$ cat src/rtl/ula_seq.sv
// Sequential ALU: latches operands on a start request, iterates multi-cycle ops
// (shift-add multiply, bit-serial shift left), then writes the result back in one cycle.
//
// state   | meaning
// OCIOSO  | idle, waiting for inicio
// CALC    | computing; lasts k cycles set by the latched op
// ESCRITA | one-cycle writeback / completion pulse
module ula_seq (
    input  logic        clk,
    input  logic        rst,
    input  logic        inicio,
    input  logic [2:0]  op,
    input  logic [1:0]  reg_dst,
    input  logic [31:0] dado_l_1,
    input  logic [31:0] dado_l_2,
    output logic        ocupado,
    output logic        pronto,
    output logic        e_l,
    output logic [1:0]  reg_e,
    output logic [31:0] dado,
    output logic        zero
);

    localparam logic [1:0] OCIOSO  = 2'd0;
    localparam logic [1:0] CALC    = 2'd1;
    localparam logic [1:0] ESCRITA = 2'd2;

    localparam logic [2:0] OP_ADD = 3'b000;
    localparam logic [2:0] OP_SUB = 3'b001;
    localparam logic [2:0] OP_AND = 3'b010;
    localparam logic [2:0] OP_OR  = 3'b011;
    localparam logic [2:0] OP_SLT = 3'b100;
    localparam logic [2:0] OP_MUL = 3'b101;
    localparam logic [2:0] OP_SLL = 3'b110;
    localparam logic [2:0] OP_RSV = 3'b111;

    logic [1:0]  state;
    logic [4:0]  cnt;
    logic [2:0]  op_r;
    logic [1:0]  dst_r;
    logic [31:0] a_r, b_r, acc;
    logic [31:0] a_nxt, b_nxt, acc_nxt, res;
    logic [4:0]  cnt_load;

    // One iteration step; res is the value written to dado on the last CALC cycle.
    always_comb begin
        a_nxt   = a_r;
        b_nxt   = b_r;
        acc_nxt = acc;
        res     = dado;
        case (op_r)
            OP_ADD: res = a_r + b_r;
            OP_SUB: res = a_r - b_r;
            OP_AND: res = a_r & b_r;
            OP_OR:  res = a_r | b_r;
            OP_SLT: res = {31'd0, ($signed(a_r) < $signed(b_r))};
            OP_MUL: begin
                acc_nxt = acc + (b_r[0] ? a_r : 32'd0);
                a_nxt   = a_r << 1;
                b_nxt   = b_r >> 1;
                res     = acc_nxt;
            end
            OP_SLL: begin
                if (b_r[4:0] != 5'd0)
                    acc_nxt = acc << 1;
                res = acc_nxt;
            end
            default: res = dado;
        endcase
    end

    // Down-counter preload is k-1 so the terminal count (0) marks the final CALC cycle.
    always_comb begin
        cnt_load = 5'd0;
        if (op == OP_MUL)
            cnt_load = 5'd31;
        else if (op == OP_SLL && dado_l_2[4:0] != 5'd0)
            cnt_load = dado_l_2[4:0] - 5'd1;
    end

    always_ff @(posedge clk or posedge rst) begin
        if (rst) begin
            state <= OCIOSO;
            cnt   <= 5'd0;
            op_r  <= 3'd0;
            dst_r <= 2'd0;
            a_r   <= 32'd0;
            b_r   <= 32'd0;
            acc   <= 32'd0;
            reg_e <= 2'd0;
            dado  <= 32'd0;
        end else begin
            case (state)
                OCIOSO: begin
                    if (inicio) begin
                        state <= CALC;
                        op_r  <= op;
                        dst_r <= reg_dst;
                        a_r   <= dado_l_1;
                        b_r   <= dado_l_2;
                        cnt   <= cnt_load;
                        acc   <= (op == OP_SLL) ? dado_l_1 : 32'd0;
                    end
                end
                CALC: begin
                    a_r <= a_nxt;
                    b_r <= b_nxt;
                    acc <= acc_nxt;
                    if (cnt == 5'd0) begin
                        state <= ESCRITA;
                        reg_e <= dst_r;
                        if (op_r != OP_RSV)
                            dado <= res;
                    end else begin
                        cnt <= cnt - 5'd1;
                    end
                end
                ESCRITA: state <= OCIOSO;
                default: state <= OCIOSO;
            endcase
        end
    end

    assign ocupado = (state == CALC) || (state == ESCRITA);
    assign pronto  = (state == ESCRITA);
    assign e_l     = (state == ESCRITA) && (op_r != OP_RSV);
    assign zero    = (dado == 32'd0);

endmodule
$ cat config.mk
export PLATFORM = sky130hd
export DESIGN_NAME = ula_seq
export DESIGN_NICKNAME = d
export VERILOG_FILES = /design/src/rtl/ula_seq.sv
export SDC_FILE = /design/constraint.sdc
export NUM_CORES = 1
export LEC_CHECK = 0
export ABC_CLOCK_PERIOD_IN_PS = 5900
export BUFFER_PORTS_ARGS = -buffer_cell sky130_fd_sc_hd__clkbuf_2
export CAP_MARGIN = 20
export CORE_ASPECT_RATIO = 0.6
export CORE_UTILIZATION = 25
export DETAILED_ROUTE_END_ITERATION = 8
export PLACE_DENSITY_LB_ADDON = 0.1
export SLEW_MARGIN = 10
export SYNTH_ARGS = -nofsm -noshare
export SYNTH_HDL_FRONTEND = slang
export SYNTH_SLANG_ARGS = --single-unit
$ cat constraint.sdc
create_clock -name clk -period 5.9 [get_ports clk]
set_input_delay 0.885 -clock clk [delete_from_list [all_inputs] [get_ports clk]]
set_output_delay 0.885 -clock clk [all_outputs]
set_load 0.02 [all_outputs]
==> results of run 1 <==
[sequential cells by signal, summed over array words and instances (netlist names)]
signal  count
a_r        32
acc        32
b_r        32
dado       32
cnt         5
op_r        3
dst_r       2
reg_e       2
state       2
[kinds of logic (layout without fill, tap and decap cells)]
logic type      after synthesis  in the layout  synth area share (%)
compound gates              614            614                 28.08
simple gates                529            529                 16.99
flops                       142            142                 25.71
xor+xnor                     52             52                 3.296
buf+inv                     233            295                 6.546
fa+ha+maj                   137            137                 12.57
mux                          93             93                 6.809
[path summary, 6_finish.rpt]
path / cells past startpoint / slack, ns / endpoint / from
max in group asynchronous: 3 / 4.37 / op_r[0]$_DFFE_PP0P_ / rst
worst max register to register: 11 / 0.99 / dado[21]$_DFFE_PP0P_ / b_r[0]$_DFFE_PP0P_
worst max-delay path: 11 / 0.99 / dado[21]$_DFFE_PP0P_ / b_r[0]$_DFFE_PP0P_
worst min-delay path: 1 / 0.51 / dst_r[0]$_DFFE_PP0P_ / dst_r[0]$_DFFE_PP0P_
worst min register to register: 1 / 0.51 / dst_r[0]$_DFFE_PP0P_ / dst_r[0]$_DFFE_PP0P_
min in group asynchronous: 2 / 0.53 / b_r[10]$_DFFE_PP0P_ / rst
[layout make-up]
class / instances / area share (%)
flip-flops and latches: 142 / 22.56
inverters: 119 / 2.867
repair buffers: 144 / 5.289
multi-input cells: 1425 / 59.73
well taps: 714 / 5.670
clock inverters: 9 / 0.8497
clock buffers: 23 / 3.033
[layout by cell type (no fill, tap or decap), drive strengths merged, types with 5 or more instances in the layout]
cell,n
or3,6
and2,8
a22oi,5
nand2,108
xor2,16
clkbuf,132
xnor2,36
a211oi,17
nor4,20
a221oi,28
a31oi,28
buf,35
a2111oi,8
nor2b,34
nor2,265
o21ai,112
a21oi,230
o31ai,13
and3,12
mux2i,85
ha,134
o211ai,14
nand3,21
nand2b,13
o22ai,20
mux2,8
nand4,10
inv,118
o21bai,18
o221ai,12
a21o,33
o21a,14
dfrtp,142
a221o,17
nor3,17
[metal layers]
layer	global-route usage (%)	vias to the layer above
li1	-	6567
met5	1.206	-
met1	38.94	6861
met2	26.25	566
met4	3.739	2
met3	6.416	41
[Yosys cell counts, drive strengths merged, types with 5 or more instances]
cell	instances	area, sq um
nor2b	34	212.7
a211oi	17	127.6
o221ai	12	105.1
o21ai	112	560.5
nand2b	13	81.33
a221o	17	170.2
a22oi	5	37.54
o31ai	13	97.59
nor4	20	125.1
a221oi	28	245.2
and2	8	50.05
a21o	33	247.7
or3	6	37.54
buf	22	112.6
xor2	16	140.1
inv	118	442.9
and3	12	75.07
mux2	8	90.09
clkbuf	92	345.3
o211ai	14	105.1
o21a	14	105.1
o22ai	20	125.1
mux2i	85	850.8
ha	134	1677
a2111oi	8	70.07
nand2	108	405.4
o21bai	18	135.1
nor3	17	85.08
a21oi	230	1159
nand3	21	105.1
dfrtp	142	3553
nand4	10	62.56
a31oi	28	175.2
nor2	265	994.7
xnor2	36	315.3
[per-stage QoR]
stage               setup slack (ns)  hold WS, ns  cell area (sq um)  utilization, %
floorplan                      1.205       0.4749              13820               -
global placement               1.068       0.4871              15140           27.83
detailed placement             1.118       0.4974              15140           27.83
CTS                            1.061       0.5131              15760           28.95
global route                  0.7677       0.5297              15760           28.95
finish                        0.9860       0.5073              15760           28.95
==> reports/summary.txt, run 1 <==
initial antenna violation count -> 0
Clock Sinks -> 142
Clock Latency Late Sink -> 0.47 ns
Critical-path top delay cell -> a2111oi_0
setup repair after global routing missed its margin -> false
antenna-violating nets left -> 0
DRT Pass-1 Iters -> 6
metal3 WL -> 5.756 mm
vias in the first global route -> 12.91k
Die Height -> 184.1 um
WS Path Type -> reg -> reg
Worst-path clk slew -> 0.07 ns
startpoint class of the critical path -> flop
core outline area -> 0.05442 sq mm
CP endpoint kind -> flop
Setup TNS -> 0 ns
number of synthesized register bits -> 142
# fillers -> 5953
Syn Inst Count -> 1800
IO Pins -> 110
Post-Syn Area -> 0.01382 sq mm
final wirelength -> 64.78 mm
crit path buf inv count -> 1
total gr overflow -> 0
max_cap viols -> 0
ys async rst share -> 100.0%
pin count of the biggest net entering global routing -> 75
Most common cell on crit path -> a21oi_1
postcts setup bufs -> 0
metal2 WL -> 21.47 mm
share of post-route cells with drive strength above 1 -> 10.96%
Post-route DRC -> 0
Seq/Total Area, Yosys -> 25.71%
post-CTS sizing -> 0
top routing layer in use -> met5
Critical Path AT -> 5.20 ns
gpl congestion -> 0.9082
Req. time, crit path -> 6.19 ns
NumNets Final -> 2058
Root Driver -> clkbuf_16
final critical-path required period -> 4.914 ns
placed wire-length estimate -> 49.71 mm
Die W -> 305.5 um
synthesis-to-layout area growth -> 14.02%
diode count -> 0
fmax -> 0.2035 GHz
post-synthesis average cell area -> 7.678 sq um
Port Buffers -> 109
maximum clock path buffer count -> 2
main flop type after synthesis -> dfrtp_1
Synth Net Count -> 2009
Slew @ Worst Pin -> 1.151 ns
Std-Cell Rows -> 66
final non-filler cell total -> 2576
CP max stage delay -> 1.06 ns
post-cts hold buffer count -> 0
met1 WL -> 36.73 mm
crit share post-route -> 83.29%
EDFF count, synth -> 0
Iter 0 DRT Violations -> 1648
# placed instances -> 2544
drt wl/cell -> 25.15 um
Final setup viols -> 0
CTS tree -> built
status -> complete, no violations
multi-input logic area -> 0.009412 sq mm
via count -> 14.04k
TritonCTS Buffers -> 17
H-Tree Depth -> 4
Worst Clk Skew -> 0.01953 ns
fin. max-slew vios -> 0
Via density -> 5.449
worst-path cell chain -> inv_1, nor2_1, ha_1, a21oi_1, o22ai_1, a211oi_1, a21oi_1, o41ai_1, xnor2_1, a2111oi_0, a21oi_1
Yosys Warn Count -> 0
post-synthesis cell type count -> 76
register area -> 0.003555 sq mm
HP Class -> reg -> reg
slew margin rel. -> 21.25%
die footprint -> 0.05625 sq mm
Final Hold Fails -> 0
Tot GR Track Use -> 22.89%
first-pass GRT wire length -> 93.61 mm
Initial Utilization -> 25.39%
crit-path max FO -> 25
CP delay by family, top -> compound AO/OA/AOI/OAI gates
Power of run 1 is left out: the tool's default activity adds up to more than one toggle a clock period on the data nets, which glitch-free logic cannot reach.
==> run 2: changes to the inputs <==
Settings changed: ABC_CLOCK_PERIOD_IN_PS 5900 to 4700.
Clock period 5.9 ns to 4.7 ns, I/O delays scaled along.
==> run 2 against run 1 <==
Net effect: maximum frequency increased by 7.8%; register-to-register slack got worse by 0.84 ns; die area unchanged; first-iteration DRC count decreased by 8.3%; critical path type unchanged; via count increased by 1.1%; flip-flop and latch count unchanged; largest cell class unchanged; global-route usage increased by 0.51 points; critical path depth increased by 2; hold slack got worse by 0.055 ns; utilization increased by 0.29 points.
==> reports/summary.txt, run 2 (synthesis results as in run 1) <==
Die Height -> 184.1 um (unchanged)
crit share post-route -> 96.99% (+14 points)
postcts setup bufs -> 0 (unchanged)
worst-path cell chain -> inv_1, nor2_1, ha_1, a21oi_1, o22ai_1, a211oi_1, a21oi_1, o41ai_1, buf_4, xnor2_1, a2111oi_0, buf_4, a21oi_1
IO Pins -> 110 (unchanged)
fmax -> 0.2194 GHz (+7.8%)
CP endpoint kind -> flop
Setup TNS -> 0 ns (unchanged)
placed wire-length estimate -> 50.70 mm (+2.0%)
total gr overflow -> 0 (unchanged)
Std-Cell Rows -> 66 (unchanged)
Final Hold Fails -> 0 (unchanged)
pin count of the biggest net entering global routing -> 125 (+67%)
fin. max-slew vios -> 0 (unchanged)
core outline area -> 0.05442 sq mm (unchanged)
setup repair after global routing missed its margin -> false
first-pass GRT wire length -> 95.41 mm (+1.9%)
share of post-route cells with drive strength above 1 -> 12.08% (+1.1 points)
die footprint -> 0.05625 sq mm (unchanged)
status -> complete, no violations
maximum clock path buffer count -> 2 (unchanged)
Port Buffers -> 109 (unchanged)
antenna-violating nets left -> 0 (unchanged)
# placed instances -> 2571 (+1.1%)
via count -> 14.19k (+1.1%)
commonest non-fill, non-tap cell in the layout -> nor2_1
CP max stage delay -> 1.01 ns (-0.05 ns)
Clock Latency Late Sink -> 0.46 ns (about the same)
Tot GR Track Use -> 23.40% (+0.51 points)
startpoint class of the critical path -> flop
CTS tree -> built
drt wl/cell -> 25.35 um (+0.80%)
Req. time, crit path -> 5.04 ns (-1.15 ns)
Worst Clk Skew -> 0.01566 ns (-0.003865 ns)
Critical Path AT -> 4.90 ns (-0.30 ns)
initial antenna violation count -> 1 (+1)
post-CTS sizing -> 0 (unchanged)
Post-route DRC -> 0 (unchanged)
Critical Path Source -> b_r[0]$_DFFE_PP0P_
H-Tree Depth -> 4 (unchanged)
WS Path Type -> reg -> reg
Slew @ Worst Pin -> 1.145 ns (-0.006751 ns)
DRT Pass-1 Iters -> 6 (unchanged)
most frequent cells in the layout -> nor2_1, a21oi_1, dfrtp_1, ha_1, inv_1
Root Driver -> clkbuf_16
post-cts hold buffer count -> 0 (unchanged)
Worst-path clk slew -> 0.07 ns (about the same)
gpl congestion -> 0.9266 (+2.0%)
Via density -> 5.453 (about the same)
Iter 0 DRT Violations -> 1512 (-8.3%)
final non-filler cell total -> 2602 (+1.0%)
NumNets Final -> 2085 (+1.3%)
final wirelength -> 65.96 mm (+1.8%)
Final setup viols -> 0 (unchanged)
slew margin rel. -> 21.71% (+0.46 points)
HP Class -> in -> async
final critical-path required period -> 4.559 ns (-0.3554 ns)
Initial Utilization -> 25.39% (unchanged)
Die W -> 305.5 um (unchanged)
Critical-path top delay cell -> a2111oi_0
vias in the first global route -> 13.25k (+2.6%)
TritonCTS Buffers -> 17 (unchanged)
Clock Sinks -> 142 (unchanged)
FF-to-FF Start -> b_r[0]$_DFFE_PP0P_
Most common cell on crit path -> a21oi_1
diode count -> 0 (unchanged)
crit-path max FO -> 12 (-52%)
max_cap viols -> 0 (unchanged)
synthesis-to-layout area growth -> 15.15%
run 2: changes by cell type in the layout (fill, tap and decap cells not counted):
cell | before | now
clkinv_4 | 1 | 0
clkinvlp_4 | 4 | 2
buf_12 | 2 | 3
clkbuf_8 | 3 | 4
nor2_2 | 1 | 0
buf_4 | 33 | 59
clkbuf_1 | 3 | 4
bufinv_16 | 3 | 1
clkinv_2 | 1 | 3
nor2_1 | 263 | 264
run 2: critical path, delay by kind of cell, from the launching register on:
kind | cells | cell delay (ns)
simple gates | 1 | 0.25
compound gates | 7 | 2.20
fa+ha+maj | 1 | 0.41
buf+inv | 3 | 0.98
flops | 1 | 0.47
xor+xnor | 1 | 0.11
run 2: path summary, 6_finish.rpt:
| kind | endpoint | slack, ns | cells after the start |
|---|---|---|---|
| min in group clk | dst_r[0]$_DFFE_PP0P_ | 0.48 | 2 |
| min reg2reg | dst_r[0]$_DFFE_PP0P_ | 0.51 | 1 |
| min | dado[8]$_DFFE_PP0P_ | 0.45 | 2 |
| max reg2reg | dado[21]$_DFFE_PP0P_ | 0.14 | 13 |
| max | dado[21]$_DFFE_PP0P_ | 0.14 | 13 |
| max in group asynchronous | op_r[0]$_DFFE_PP0P_ | 3.16 | 3 |
run 2: area by class of cell:
class	instances	area, sq um
Clock buffer	25	495.5
Clock inverter	6	60.06
Fill cell	5892	38510
Inverter	119	451.7
Multi-Input combinational cell	1425	9409
Sequential cell	142	3555
Tap cell	714	893.4
Timing Repair Buffer	171	1049
run 2: per-stage QoR:
stage	worst slack (ns)	area, sq um	utilization, %	hold slack [ns]
final	0.1413	15910	29.24	0.4522
after global routing	0.1402	15910	29.24	0.4642
after CTS	0.2751	15910	29.24	0.4458
after detailed placement	0.3085	15360	28.22	0.4937
after global placement	0.2465	15360	28.22	0.4826
after floorplan	0.1854	13820	-	0.4749
run 2: metal layers:
metal	up-vias	wire length (um)	GRT usage (%)
met5	-	0	0
met4	0	522	3.819
met3	26	6049	6.175
met2	575	22220	27.37
met1	6977	37170	39.73
li1	6610	-	-
Power of run 2 is left out for the same reason.
==> run 3: changes to the inputs <==
Settings changed: CORE_ASPECT_RATIO 0.6 to 0.9.
==> run 3 against run 2 <==
Net effect: routed wire length is 8.5% lower; flip-flop and latch count stayed put; critical path depth stayed put; first-iteration DRC count is 16% lower; critical path type unchanged.
==> reports/summary.txt, run 3 (synthesis results as in run 1) <==
NumNets Final -> 2068 (-0.82%)
post-CTS sizing -> 0 (unchanged)
Initial Utilization -> 25.39% (about the same)
Final Util -> 29.15% (-0.087 points)
DRT Pass-1 Iters -> 5 (-1)
diode count -> 0 (unchanged)
drt wl/cell -> 23.42 um (-7.6%)
final critical-path required period -> 4.227 ns (-0.3312 ns)
Clock Sinks -> 142 (unchanged)
startpoint class of the critical path -> flop
final non-filler cell total -> 2576 (-1.0%)
crit share post-route -> 89.94% (-7.0 points)
CTS tree -> built
synthesis-to-layout area growth -> 14.81%
status -> complete, no violations
maximum clock path buffer count -> 2 (unchanged)
Tot GR Track Use -> 21.69% (-1.7 points)
Post-route DRC -> 0 (unchanged)
max_cap viols -> 0 (unchanged)
H-Tree Depth -> 4 (unchanged)
Critical Path Source -> b_r[0]$_DFFE_PP0P_
Via density -> 5.385 (-1.2%)
setup repair after global routing missed its margin -> false
hold slack -> 0.4090 ns (-0.04319 ns)
fmax -> 0.2366 GHz (+7.8%)
slew margin rel. -> 31.60% (+9.9 points)
fin. max-slew vios -> 0 (unchanged)
final wirelength -> 60.33 mm (-8.5%)
Die Height -> 225.0 um (+22%)
HP Class -> in -> async
commonest non-fill, non-tap cell in the layout -> nor2_1
Worst-path clk slew -> 0.07 ns (about the same)
CP endpoint kind -> flop
total gr overflow -> 0 (unchanged)
WS Path Type -> reg -> reg
Critical Path AT -> 4.58 ns (-0.32 ns)
# placed instances -> 2545 (-1.0%)
postcts setup bufs -> 0 (unchanged)
vias in the first global route -> 13.58k (+2.5%)
Iter 0 DRT Violations -> 1266 (-16%)
share of post-route cells with drive strength above 1 -> 11.44% (-0.64 points)
core outline area -> 0.05442 sq mm (about the same)
pin count of the biggest net entering global routing -> 125 (unchanged)
# fillers -> 5905 (+0.22%)
Final Hold Fails -> 0 (unchanged)
IO Pins -> 110 (unchanged)
Clock Latency Late Sink -> 0.50 ns (+0.04 ns)
Std-Cell Rows -> 81 (+23%)
post-cts hold buffer count -> 0 (unchanged)
gpl congestion -> 0.8991 (-3.0%)
initial antenna violation count -> 1 (unchanged)
Req. time, crit path -> 5.05 ns (about the same)
die footprint -> 0.05622 sq mm (about the same)
Slew @ Worst Pin -> 1.026 ns (-0.1186 ns)
most frequent cells in the layout -> nor2_1, a21oi_1, dfrtp_1, ha_1, inv_1
reg2reg path depth -> 13 (unchanged)
antenna-violating nets left -> 0 (unchanged)
via count -> 13.87k (-2.2%)
crit-path max FO -> 11 (-1)
Setup TNS -> 0 ns (unchanged)
first-pass GRT wire length -> 89.94 mm (-5.7%)
placed wire-length estimate -> 45.58 mm (-10%)
TritonCTS Buffers -> 17 (unchanged)
Worst Clk Skew -> 0.01684 ns (+0.001178 ns)
Port Buffers -> 109 (unchanged)
Die W -> 249.8 um (-18%)
Root Driver -> clkbuf_16
Final setup viols -> 0 (unchanged)
FF-to-FF Start -> b_r[0]$_DFFE_PP0P_
[run 3: cell type report]
class,instances,area [sq um],area share [%]
Clock buffer,20,466.7,2.941
Clock inverter,11,187.7,1.183
Tap cell,705,882.1,5.559
Inverter,119,451.7,2.847
Timing Repair Buffer,154,920.9,5.804
Multi-Input combinational cell,1425,9403,59.26
Sequential cell,142,3555,22.40
[run 3: stage by stage]
stage          setup WS (ns)  instance area [sq um]
2_1_floorplan         0.1854                  13820
3_3_place_gp          0.4845                  15200
3_5_place_dp          0.5222                  15210
4_1_cts               0.4989                  15870
5_1_grt               0.2462                  15870
6_report              0.4726                  15870
[run 3: path summary, 6_finish.rpt]
kind / slack, ns / to
max: 0.47 / dado[23]$_DFFE_PP0P_
min: 0.41 / b_r[4]$_DFFE_PP0P_
max reg2reg: 0.47 / dado[23]$_DFFE_PP0P_
min reg2reg: 0.50 / reg_e[1]$_DFFE_PP0P_
max in group asynchronous: 3.44 / dado[18]$_DFFE_PP0P_
min in group clk: 0.44 / dst_r[0]$_DFFE_PP0P_
[run 3: worst max-delay path, cell delays in order, from the launching register on]
cell	delay [ns]
dfrtp_1	0.47
inv_1	0.28
buf_4	0.28
nor2_1	0.33
ha_1	0.36
a21oi_1	0.19
o21ai_0	0.14
a221o_1	0.36
o41ai_1	0.32
buf_4	0.20
o21ai_1	0.10
xor2_1	0.18
a2111oi_0	0.71
a21oi_1	0.15
[run 3: layer usage]
metal	up-vias	GRT usage (%)	wire length, um
met3	81	5.013	4109
met2	494	31.65	25060
met4	0	7.746	1754
met1	6721	30.88	29410
li1	6575	-	-
met5	-	0	0
Power of run 3 is left out for the same reason.
